[src/rtl/ifetch_ctrl.sv]
`default_nettype none
// +-----------------------------------------------------------------------+
// | ifetch_ctrl: single-outstanding instruction fetch over a req/ack bus  |
// | Revision: 1.0                                                         |
// +-----------------------------------------------------------------------+
module ifetch_ctrl #(
   parameter logic [31:0] RESET_PC       = 32'h0000_0000,
   parameter int          TIMEOUT_CYCLES = 255,
   parameter int          CNT_W          = 8,
   parameter logic [31:0] NOP_INSTR      = 32'h0000_0013
) (
   input  logic        CLK,
   input  logic        RST,
   input  logic        PCSrcE,
   input  logic [31:0] PCTargetE,
   input  logic        StallD,
   output logic        ibus_req,
   output logic [31:0] ibus_addr,
   input  logic        ibus_ack,
   input  logic [31:0] ibus_rdata,
   output logic [31:0] InstrF,
   output logic [31:0] PCF,
   output logic        InstrValidF,
   output logic        FetchStall,
   output logic        BusErr
);

   localparam logic [2:0] IDLE  = 3'd0;
   localparam logic [2:0] WAIT  = 3'd1;
   localparam logic [2:0] HOLD  = 3'd2;
   localparam logic [2:0] DRAIN = 3'd3;
   localparam logic [2:0] ERR   = 3'd4;

   localparam logic [CNT_W-1:0] TMO_LIMIT = CNT_W'(TIMEOUT_CYCLES);
   localparam bit               TMO_EN    = (TIMEOUT_CYCLES != 0);

   logic [2:0]       state_q, state_d;
   logic [31:0]      addr_q, addr_d;
   logic [31:0]      instr_q, instr_d;
   logic [31:0]      pcf_q, pcf_d;
   logic [31:0]      pend_q, pend_d;
   logic             valid_q, valid_d;
   logic             berr_q, berr_d;
   logic [CNT_W-1:0] cnt_q, cnt_d;

   logic [31:0] tgt_aligned;
   logic        req;
   logic        tmo_hit;

   assign tgt_aligned = PCTargetE & ~32'h3;
   assign req         = (state_q == WAIT) || (state_q == DRAIN);
   assign tmo_hit     = TMO_EN && !ibus_ack && (cnt_q >= TMO_LIMIT);

   always_comb begin
      state_d = state_q;
      addr_d  = addr_q;
      instr_d = instr_q;
      pcf_d   = pcf_q;
      pend_d  = pend_q;
      valid_d = valid_q;
      berr_d  = berr_q;
      cnt_d   = cnt_q;

      if (req) begin
         cnt_d = ibus_ack ? '0 : cnt_q + 1'b1;
      end

      case (state_q)
         IDLE: begin
            state_d = WAIT;
            cnt_d   = '0;
            if (PCSrcE) begin
               addr_d = tgt_aligned;
            end
         end
         WAIT: begin
            if (ibus_ack) begin
               if (PCSrcE) begin
                  addr_d = tgt_aligned;
               end else begin
                  instr_d = ibus_rdata;
                  pcf_d   = addr_q;
                  valid_d = 1'b1;
                  state_d = HOLD;
               end
            end else if (tmo_hit) begin
               state_d = ERR;
               valid_d = 1'b0;
               instr_d = NOP_INSTR;
               berr_d  = 1'b1;
            end else if (PCSrcE) begin
               // Request must stay stable until acked; remember where to go.
               pend_d  = tgt_aligned;
               state_d = DRAIN;
               cnt_d   = '0;
            end
         end
         DRAIN: begin
            if (ibus_ack) begin
               addr_d  = PCSrcE ? tgt_aligned : pend_q;
               state_d = WAIT;
               cnt_d   = '0;
            end else if (tmo_hit) begin
               state_d = ERR;
               valid_d = 1'b0;
               instr_d = NOP_INSTR;
               berr_d  = 1'b1;
            end else if (PCSrcE) begin
               pend_d = tgt_aligned;
            end
         end
         HOLD: begin
            if (PCSrcE) begin
               valid_d = 1'b0;
               instr_d = NOP_INSTR;
               addr_d  = tgt_aligned;
               state_d = WAIT;
               cnt_d   = '0;
            end else if (!StallD) begin
               valid_d = 1'b0;
               instr_d = NOP_INSTR;
               addr_d  = pcf_q + 32'd4;
               state_d = WAIT;
               cnt_d   = '0;
            end
         end
         ERR: begin
            state_d = ERR;
         end
         default: begin
            state_d = IDLE;
         end
      endcase
   end

   always_ff @(posedge CLK or posedge RST) begin
      if (RST) begin
         state_q <= IDLE;
         addr_q  <= RESET_PC;
         instr_q <= NOP_INSTR;
         pcf_q   <= 32'h0;
         pend_q  <= 32'h0;
         valid_q <= 1'b0;
         berr_q  <= 1'b0;
         cnt_q   <= '0;
      end else begin
         state_q <= state_d;
         addr_q  <= addr_d;
         instr_q <= instr_d;
         pcf_q   <= pcf_d;
         pend_q  <= pend_d;
         valid_q <= valid_d;
         berr_q  <= berr_d;
         cnt_q   <= cnt_d;
      end
   end

   assign ibus_req    = req;
   assign ibus_addr   = addr_q;
   assign InstrF      = instr_q;
   assign PCF         = pcf_q;
   assign InstrValidF = valid_q;
   assign FetchStall  = !valid_q;
   assign BusErr      = berr_q;

endmodule
`default_nettype wire

[config.mk]
export PLATFORM = sky130hd
export DESIGN_NAME = ifetch_ctrl
export DESIGN_NICKNAME = d
export VERILOG_FILES = /design/src/rtl/ifetch_ctrl.sv
export SDC_FILE = /design/constraint.sdc
export NUM_CORES = 1
export LEC_CHECK = 0
export ABC_CLOCK_PERIOD_IN_PS = 5570
export CORE_MARGIN = 2
export CORE_UTILIZATION = 50
export DETAILED_ROUTE_END_ITERATION = 6
export PLACE_DENSITY = 0.81
export SLEW_MARGIN = 5
export SYNTH_ARGS = -nofsm -noshare
export SYNTH_HDL_FRONTEND = slang
export SYNTH_SLANG_ARGS = --single-unit
[constraint.sdc]
create_clock -name CLK -period 5.57 [get_ports CLK]
set_input_delay 1.114 -clock CLK [delete_from_list [all_inputs] [get_ports CLK]]
set_output_delay 1.114 -clock CLK [all_outputs]
set_load 0.01 [all_outputs]
==> Word level (Yosys, flattened, before mapping) <==
Cells that the tools add are included.
{ "classes": {"n_addsub": 2, "reduce_logical": 14, "shifts": 0, "order_cmp": 1, "n_div": 0, "n_bitwise": 3, "muxes": 39, "eq_ne": 11, "n_mul": 0} }
{ "op_table": {"columns": ["operator", "count"], "rows": [
  ["$mux 32", 12],
  ["$pmux 32 s4", 1],
  ["$pmux 32 s3", 1],
  ["$mux 8", 8],
  ["$add 32x3->32 const B", 1],
  ["$pmux 8 s4", 1],
  ["$mux 3", 8],
  ["$pmux 3 s5", 1],
  ["$reduce_and 4->1", 3],
  ["$ne 3x3->1 const B", 3],
  ["$reduce_and 3->1", 3],
  ["$add 8x1->8 const B", 1],
  ["$ge 8x8->1 const B", 1],
  ["$eq 3x2->1 const B", 2],
  ["$mux 1", 6],
  ["$ne 2x2->1 const B", 3],
  ["$ne 4x4->1 const B", 1],
  ["$reduce_bool 4->1", 1],
  ["$eq 3x1->1 const B", 1],
  ["$eq 3x3->1 const B", 1],
  ["$logic_not 3->1", 1],
  ["$not 1->1", 3],
  ["$pmux 1 s3", 1],
  ["$reduce_bool 3->1", 1],
  ["4 further kinds", 5]
]} }
{ "word_totals": {"romBits": 0, "output_inout_bits": 100, "reg_bits": 141, "elab_cells": 78, "ramBits": 0, "memories": 0, "latch_bits": 0, "inputBits": 69} }

==> Logic depth before layout (Yosys ltp) <==
Gate-level depths: netlist of the first run.
{ "depth": {"ltp_word": 7, "depth_mapped": 8, "ltp_nobuf": 6} }

==> Worst setup path before layout of the first run <==
OpenSTA, ideal clock, no wires.
{ "synth_timing": {"kind": "in2reg", "start": "input ibus_ack", "end": "register addr_q[13], in the netlist ibus_addr[13]", "path_buffers": 3, "path_stages": 8, "setup_ps": 134, "t_arrival_ps": 2277, "required_ps": 5436, "slack_ps": 3159, "cell_sequence": "buf_4 > inv_2 > a21o_1 > or2_1 > buf_2 > buf_2 > a22oi_1 > o211ai_2"} }
{ "synth_between": {"elab_chain_len": 2, "word_cells_on_any_way": 3, "cone_classes": "eq/ne (2); reduce/logical (1)"} }
{ "synth_lines": {"columns": ["item", "line", "source"], "rows": [
  ["start, declared", "19", "input logic ibus_ack,"],
  ["$ne 2x2->1 (no line)", null, null],
  ["$reduce_and 4->1 (no line) *", null, null],
  ["end signal, assigned", "148", "addr_q <= addr_d;"],
  ["end, declared", "38", "logic [31:0] addr_q, addr_d;"]
]} }
Mark *: on every way between the ends. The rest lies on a longest branch, timed or not.
A chain may end at the register's enable or synchronous reset.

==> Worst setup path in the final report of the first run <==
{ "layout_timing": {"start": "input PCSrcE", "end": "register addr_q[30], in the netlist ibus_addr[30]"} }
{ "layout_between": {"elab_chain_len": 3, "word_cells_on_any_way": 8, "cone_classes": "eq/ne (1); mux (6); reduce/logical (1)"} }
{ "layout_lines": {"columns": ["item", "line", "source"], "rows": [
  ["start, declared", "14", "input logic PCSrcE,"],
  ["$mux 32", null, null],
  ["$mux 32, on equally long branches", null, null],
  ["$pmux 32 s4", "68", "case (state_q)"]
]} }
Several ways; a longest one is shown, not always the timed one. The select of a mux whose other input is x is not followed.

==> impl_metrics.yaml, run 1 <==
run:
  max_cap_violations: 0
clock_tree:
  htreeDepth: 4
  post_cts_buffers: 0
  clk_pin_slew_ns: 0.05
  clkSinkCount: 141
  clk_path_buf_depth: 2
  ctsResizeCount: 0
  cts_hold_buf: 0
  clk_latency_ns: 0.42
  cts_buffers: 17
  cts_tree: "yes"
  root_buffer: "clkbuf_16"
final_layout:
  nets: 845
  n_antenna_cell: 0
  fill_cells: 1007
  area_growth_pct: 33.4
  layout_common_cells: "clkdlybuf4s50_1, dfrtp_1, nand2_1"
  drive_above_1_share: 0.136
  layout_commonest_cell: "clkdlybuf4s50_1"
placed_design:
  portBuffers: 166
  place_congestion: 0.850
  detailed_place_hpwl_um: 13000
detailed_routing:
  wl_um: 18800
  drc_errors: 0
  wire_per_inst_um: 19.5
  vias: 5689
  drtAntennaViolNets: 0
  avgViaCountPerCell: 5.89
  drtIter0Drc: 327
  drtPass1Iterations: 4
setup_path:
  required_ns: 5.90
  critPathLaunchType: "input port"
  path_max_fanout: 20
  path_class: "in2reg"
  critPathCaptureType: "flop"
  reg2reg_slack_ns: 2.72
  crit_arrival_ns: 3.64
logic_synthesis:
  syn-num-nets: 697
  ys_ff_latch: 141
  yosysUniqueCellTypes: 68
  yosysSeqAreaShare: 0.507
  synthFlopType: "dfrtp_1"
  synthesis.area_um2: 6960
  synth_edf_count: 0
  syn_avg_cell_area_um2: 11.1
  synth_cells: 626
  ys_warn_count: 0
  async_flop_share: 1.00
hold_path:
  hold_path_class: "reg2reg"
floorplan:
  start_util: 0.508
  core-area_um2: 13700
  die_h_um: 122
  ios: 169
  die_x_um: 122
  die_area_um2: 14900
  rows: 43
run_status:
  status: "finished, final reports clean"
power:
  total_power_uw: 5170
  power_leakage_uw: 0.00386
  vdd_drop_max_mv: 0.319
  powerDensity_nw_per_um2: 556
sta:
  slew-limit-headroom: 0.156
  worst_pin_slew_ns: 1.26
  hold_viol_final: 0
  setup_viol: 0
  finalMaxSlewViolations: 0
  skew_ns: 0.00859
  fin_setup_tns_ns: 0
  rsz0062_at_grt: "no"
  fin_crit_ns: 3.31
  fin_crit_sh: 0.594
  fmax_mhz: 302
global_route:
  grt_pass1_wl_um: 29500
  grt_max_degree: 117
  gr-usage-all-layers: 0.257
  antenna_found_initial: 0
  grt_pass1_vias: 5731
  overflow: 0
final timing paths:
path	to	depth (start not counted)	startpoint
max in group asynchronous	InstrF[29]	3	RST
max reg2reg	ibus_addr[26]	4	state_q[1]
min in group asynchronous	InstrF[14]	2	RST
min reg2reg	InstrF[4]	2	InstrF[4]
min	InstrF[4]	2	InstrF[4]
max	ibus_addr[30]	6	PCSrcE
metal layers:
layer  share of wire  track usage  routed length (µm)
met4           0.022        0.101                 407
met2            0.48        0.426                8970
met1            0.41        0.319                7730
met3           0.092       0.0712                1730
met5               0            0                   0
worst max-delay path: stages:
cell and delay [ns]:
clkdlybuf4s50_1 0.87, a21oi_1 0.21, nor2_2 0.72, buf_4 0.38, o221ai_1 0.15, a32oi_1 0.19
Yosys cell counts, drive strengths merged (6+ instances only):
master,instances,area share
xnor2,21,0.026
buf,35,0.029
nor3,14,0.012
and3,9,0.0081
inv,14,0.0075
nand2b,10,0.0093
xor2,8,0.010
mux2i,13,0.019
o21ai,29,0.021
nand2,54,0.029
a31oi,6,0.0054
nand3,22,0.018
dfrtp,138,0.50
clkbuf,8,0.0043
nor2,31,0.019
a221oi,8,0.010
a22o,39,0.049
o211ai,12,0.018
a21oi,20,0.014
mux2,58,0.094
nor4,11,0.016
cells by family after synthesis:
| kind of cell | after synthesis | share of synthesized area |
|---|---|---|
| xor+xnor | 29 | 0.0365 |
| compound gates | 146 | 0.155 |
| flops | 141 | 0.507 |
| mux | 71 | 0.112 |
| buf+inv | 57 | 0.0406 |
| simple gates | 180 | 0.145 |
| fa+ha+maj | 2 | 0.00359 |
where the power goes:
group	switching (µW)	internal (µW)
registers	447	1470
logic	968	1140
clock network	404	737
flip-flops by register name, summed over array words and instances, names as in the netlist:
signal,cells
ibus_addr,32
InstrF,32
cnt_q,8
BusErr,1
state_q,3
PCF,32
InstrValidF,1
pend_q,32
layout make-up:
type | instances | area [µm²] | share of cell area
timing repair buffer | 172 | 1710 | 0.184
sequential | 141 | 3530 | 0.380
clock inverter | 6 | 109 | 0.0117
tap | 180 | 225 | 0.0243
inverter | 14 | 57.6 | 0.00620
clock buffer | 25 | 485 | 0.0523
multi-input combinational | 428 | 3170 | 0.341
per-stage QoR:
step / cell area [µm²] / setup slack [ns] / instances / hold WS, ns / util
2_1_floorplan: 6960 / 0.680 / 626 / 0.450 / -
3_3_place_gp: 8690 / 1.89 / 935 / 0.450 / 0.634
3_5_place_dp: 8690 / 1.87 / 935 / 0.454 / 0.634
4_1_cts: 9290 / 2.30 / 966 / 0.462 / 0.677
5_1_grt: 9290 / 2.07 / 966 / 0.477 / 0.677
6_report: 9290 / 2.26 / 966 / 0.463 / 0.677
Note: power is estimated with default switching activity, not from simulation.
==> run 2, diff against run 1 <==
--- a/config.mk
+++ b/config.mk
@@ -5,7 +5,7 @@
 export SDC_FILE = /design/constraint.sdc
 export NUM_CORES = 1
 export LEC_CHECK = 0
-export ABC_CLOCK_PERIOD_IN_PS = 5570
+export ABC_CLOCK_PERIOD_IN_PS = 3400
 export CORE_MARGIN = 2
 export CORE_UTILIZATION = 50
 export DETAILED_ROUTE_END_ITERATION = 6
==> constraint.sdc (replaced) <==
create_clock -name CLK -period 3.4 [get_ports CLK]
set_input_delay 0.68 -clock CLK [delete_from_list [all_inputs] [get_ports CLK]]
set_output_delay 0.68 -clock CLK [all_outputs]
set_load 0.01 [all_outputs]
==> run 2 against run 1 <==
Core utilization rose by 1.6 points; sequential share of layout area decreased by 0.87 points; power grew 73%; sequential cell count unchanged; cell count rose by 0.93%; design area rose by 2.3%; sequential power grew 65%; non-clock buffer count grew 8; global-route usage is essentially flat; critical endpoint is now ibus_req.
==> impl_metrics.yaml, run 2 (synthesis results as in run 1) <==
sta:
  slew-limit-headroom: 0.462
  skew_ns: 0.00887
  fin_crit_sh: 0.787
  setup_viol: 0
  worst_pin_slew_ns: 0.807
  rsz0062_at_grt: "no"
  finalMaxSlewViolations: 0
  fin_crit_ns: 2.67
  fin_setup_tns_ns: 0
  fmax_mhz: 374
  hold_viol_final: 0
setup_path:
  r2r_end: "ibus_addr[26]"
  r2r_cells: 5
  critPathCaptureType: "output port"
  crit_arrival_ns: 1.99
  critPathLaunchType: "flop"
  crit_path_start: "state_q[2]"
  regToRegStartpoint: "state_q[1]"
  required_ns: 2.72
  reg2reg_slack_ns: 0.94
  path_class: "reg2out"
  path_max_fanout: 11
  endpoint: "ibus_req"
final_layout:
  layout_commonest_cell: "clkdlybuf4s50_1"
  layout_common_cells: "clkdlybuf4s50_1, dfrtp_1, nand2_1"
  design_area_um2: 9500
  multi_input_area_um2: 3170
  fill_cells: 983
  n_antenna_cell: 0
  drive_above_1_share: 0.148
  finalNonFillerCells: 975
  area_growth_pct: 36.5
  nets: 853
  seqCellArea_um2: 3530
detailed_routing:
  drtPass1Iterations: 5
  avgViaCountPerCell: 5.82
  vias: 5671
  drtIter0Drc: 355
  drc_errors: 0
  wl_um: 18600
  wire_per_inst_um: 19.1
  drtAntennaViolNets: 0
clock_tree:
  cts_tree: "yes"
  clkSinkCount: 141
  cts_hold_buf: 0
  post_cts_buffers: 0
  htreeDepth: 4
  clk_path_buf_depth: 2
  clk_pin_slew_ns: 0.05
  ctsResizeCount: 0
  root_buffer: "clkbuf_16"
  clk_latency_ns: 0.42
  cts_buffers: 17
run:
  max_cap_violations: 0
placed_design:
  detailed_place_hpwl_um: 12800
  place_congestion: 0.884
  portBuffers: 166
  place_area_um2: 8760
  place_inst: 943
global_route:
  grt_pass1_wl_um: 29600
  grt_max_degree: 142
  gr-usage-all-layers: 0.257
  use_met1: 0.338
  top_usage_layer: "met2"
  grt_pass1_vias: 5662
  overflow: 0
  antenna_found_initial: 0
  gr-usage-met2: 0.416
  met3_usage: 0.0623
floorplan:
  ios: 169
  core-area_um2: 13700
  start_util: 0.508
  die_x_um: 122
  rows: 43
  die_h_um: 122
  die_area_um2: 14900
power:
  powerDensity_nw_per_um2: 942
  vdd_drop_max_mv: 0.460
  power_leakage_uw: 0.00397
  total_power_uw: 8950
run_status:
  status: "finished, final reports clean"
hold_path:
  hold_path_class: "reg2reg"
run 2: area by class of cell:
class | count | share of cell area
clock inverters | 11 | 0.0299
multi-input cells | 428 | 0.333
repair buffers | 180 | 0.187
inverters | 14 | 0.00592
well taps | 180 | 0.0237
flip-flops and latches | 141 | 0.372
clock buffers | 21 | 0.0485
run 2: metal layers:
layer | vias up | routed length (µm)
li1 | 2610 | -
met2 | 240 | 8830
met4 | 0 | 302
met1 | 2791 | 7970
met3 | 30 | 1520
met5 | - | 0
run 2: through the flow:
step | util | hold slack (ns) | setup WS (ns)
final | 0.693 | 0.456 | 0.725
after global routing | 0.693 | 0.479 | 0.601
after CTS | 0.693 | 0.463 | 0.699
after detailed placement | 0.638 | 0.451 | 0.506
after global placement | 0.638 | 0.444 | 0.548
after floorplan | - | 0.450 | 0.959
run 2: critical path: stages, from the launching register on:
cell	delay, ns
dfrtp_1	0.50
nand2b_2	0.32
inv_1	0.20
clkdlybuf4s50_1	0.57
run 2: how the worst min path moves through the flow:
stage,start,to,cells after the start
3_3_place_gp,BusErr,BusErr,1
5_1_grt,BusErr,BusErr,1
2_1_floorplan,pend_q[22],pend_q[22],2
3_5_place_dp,BusErr,BusErr,1
6_report,BusErr,BusErr,1
4_1_cts,BusErr,BusErr,1
run 2: power breakdown:
part | switching (µW) | internal, µW
registers | 753 | 2410
logic | 1560 | 1900
clock network | 695 | 1640
total | 3010 | 5940
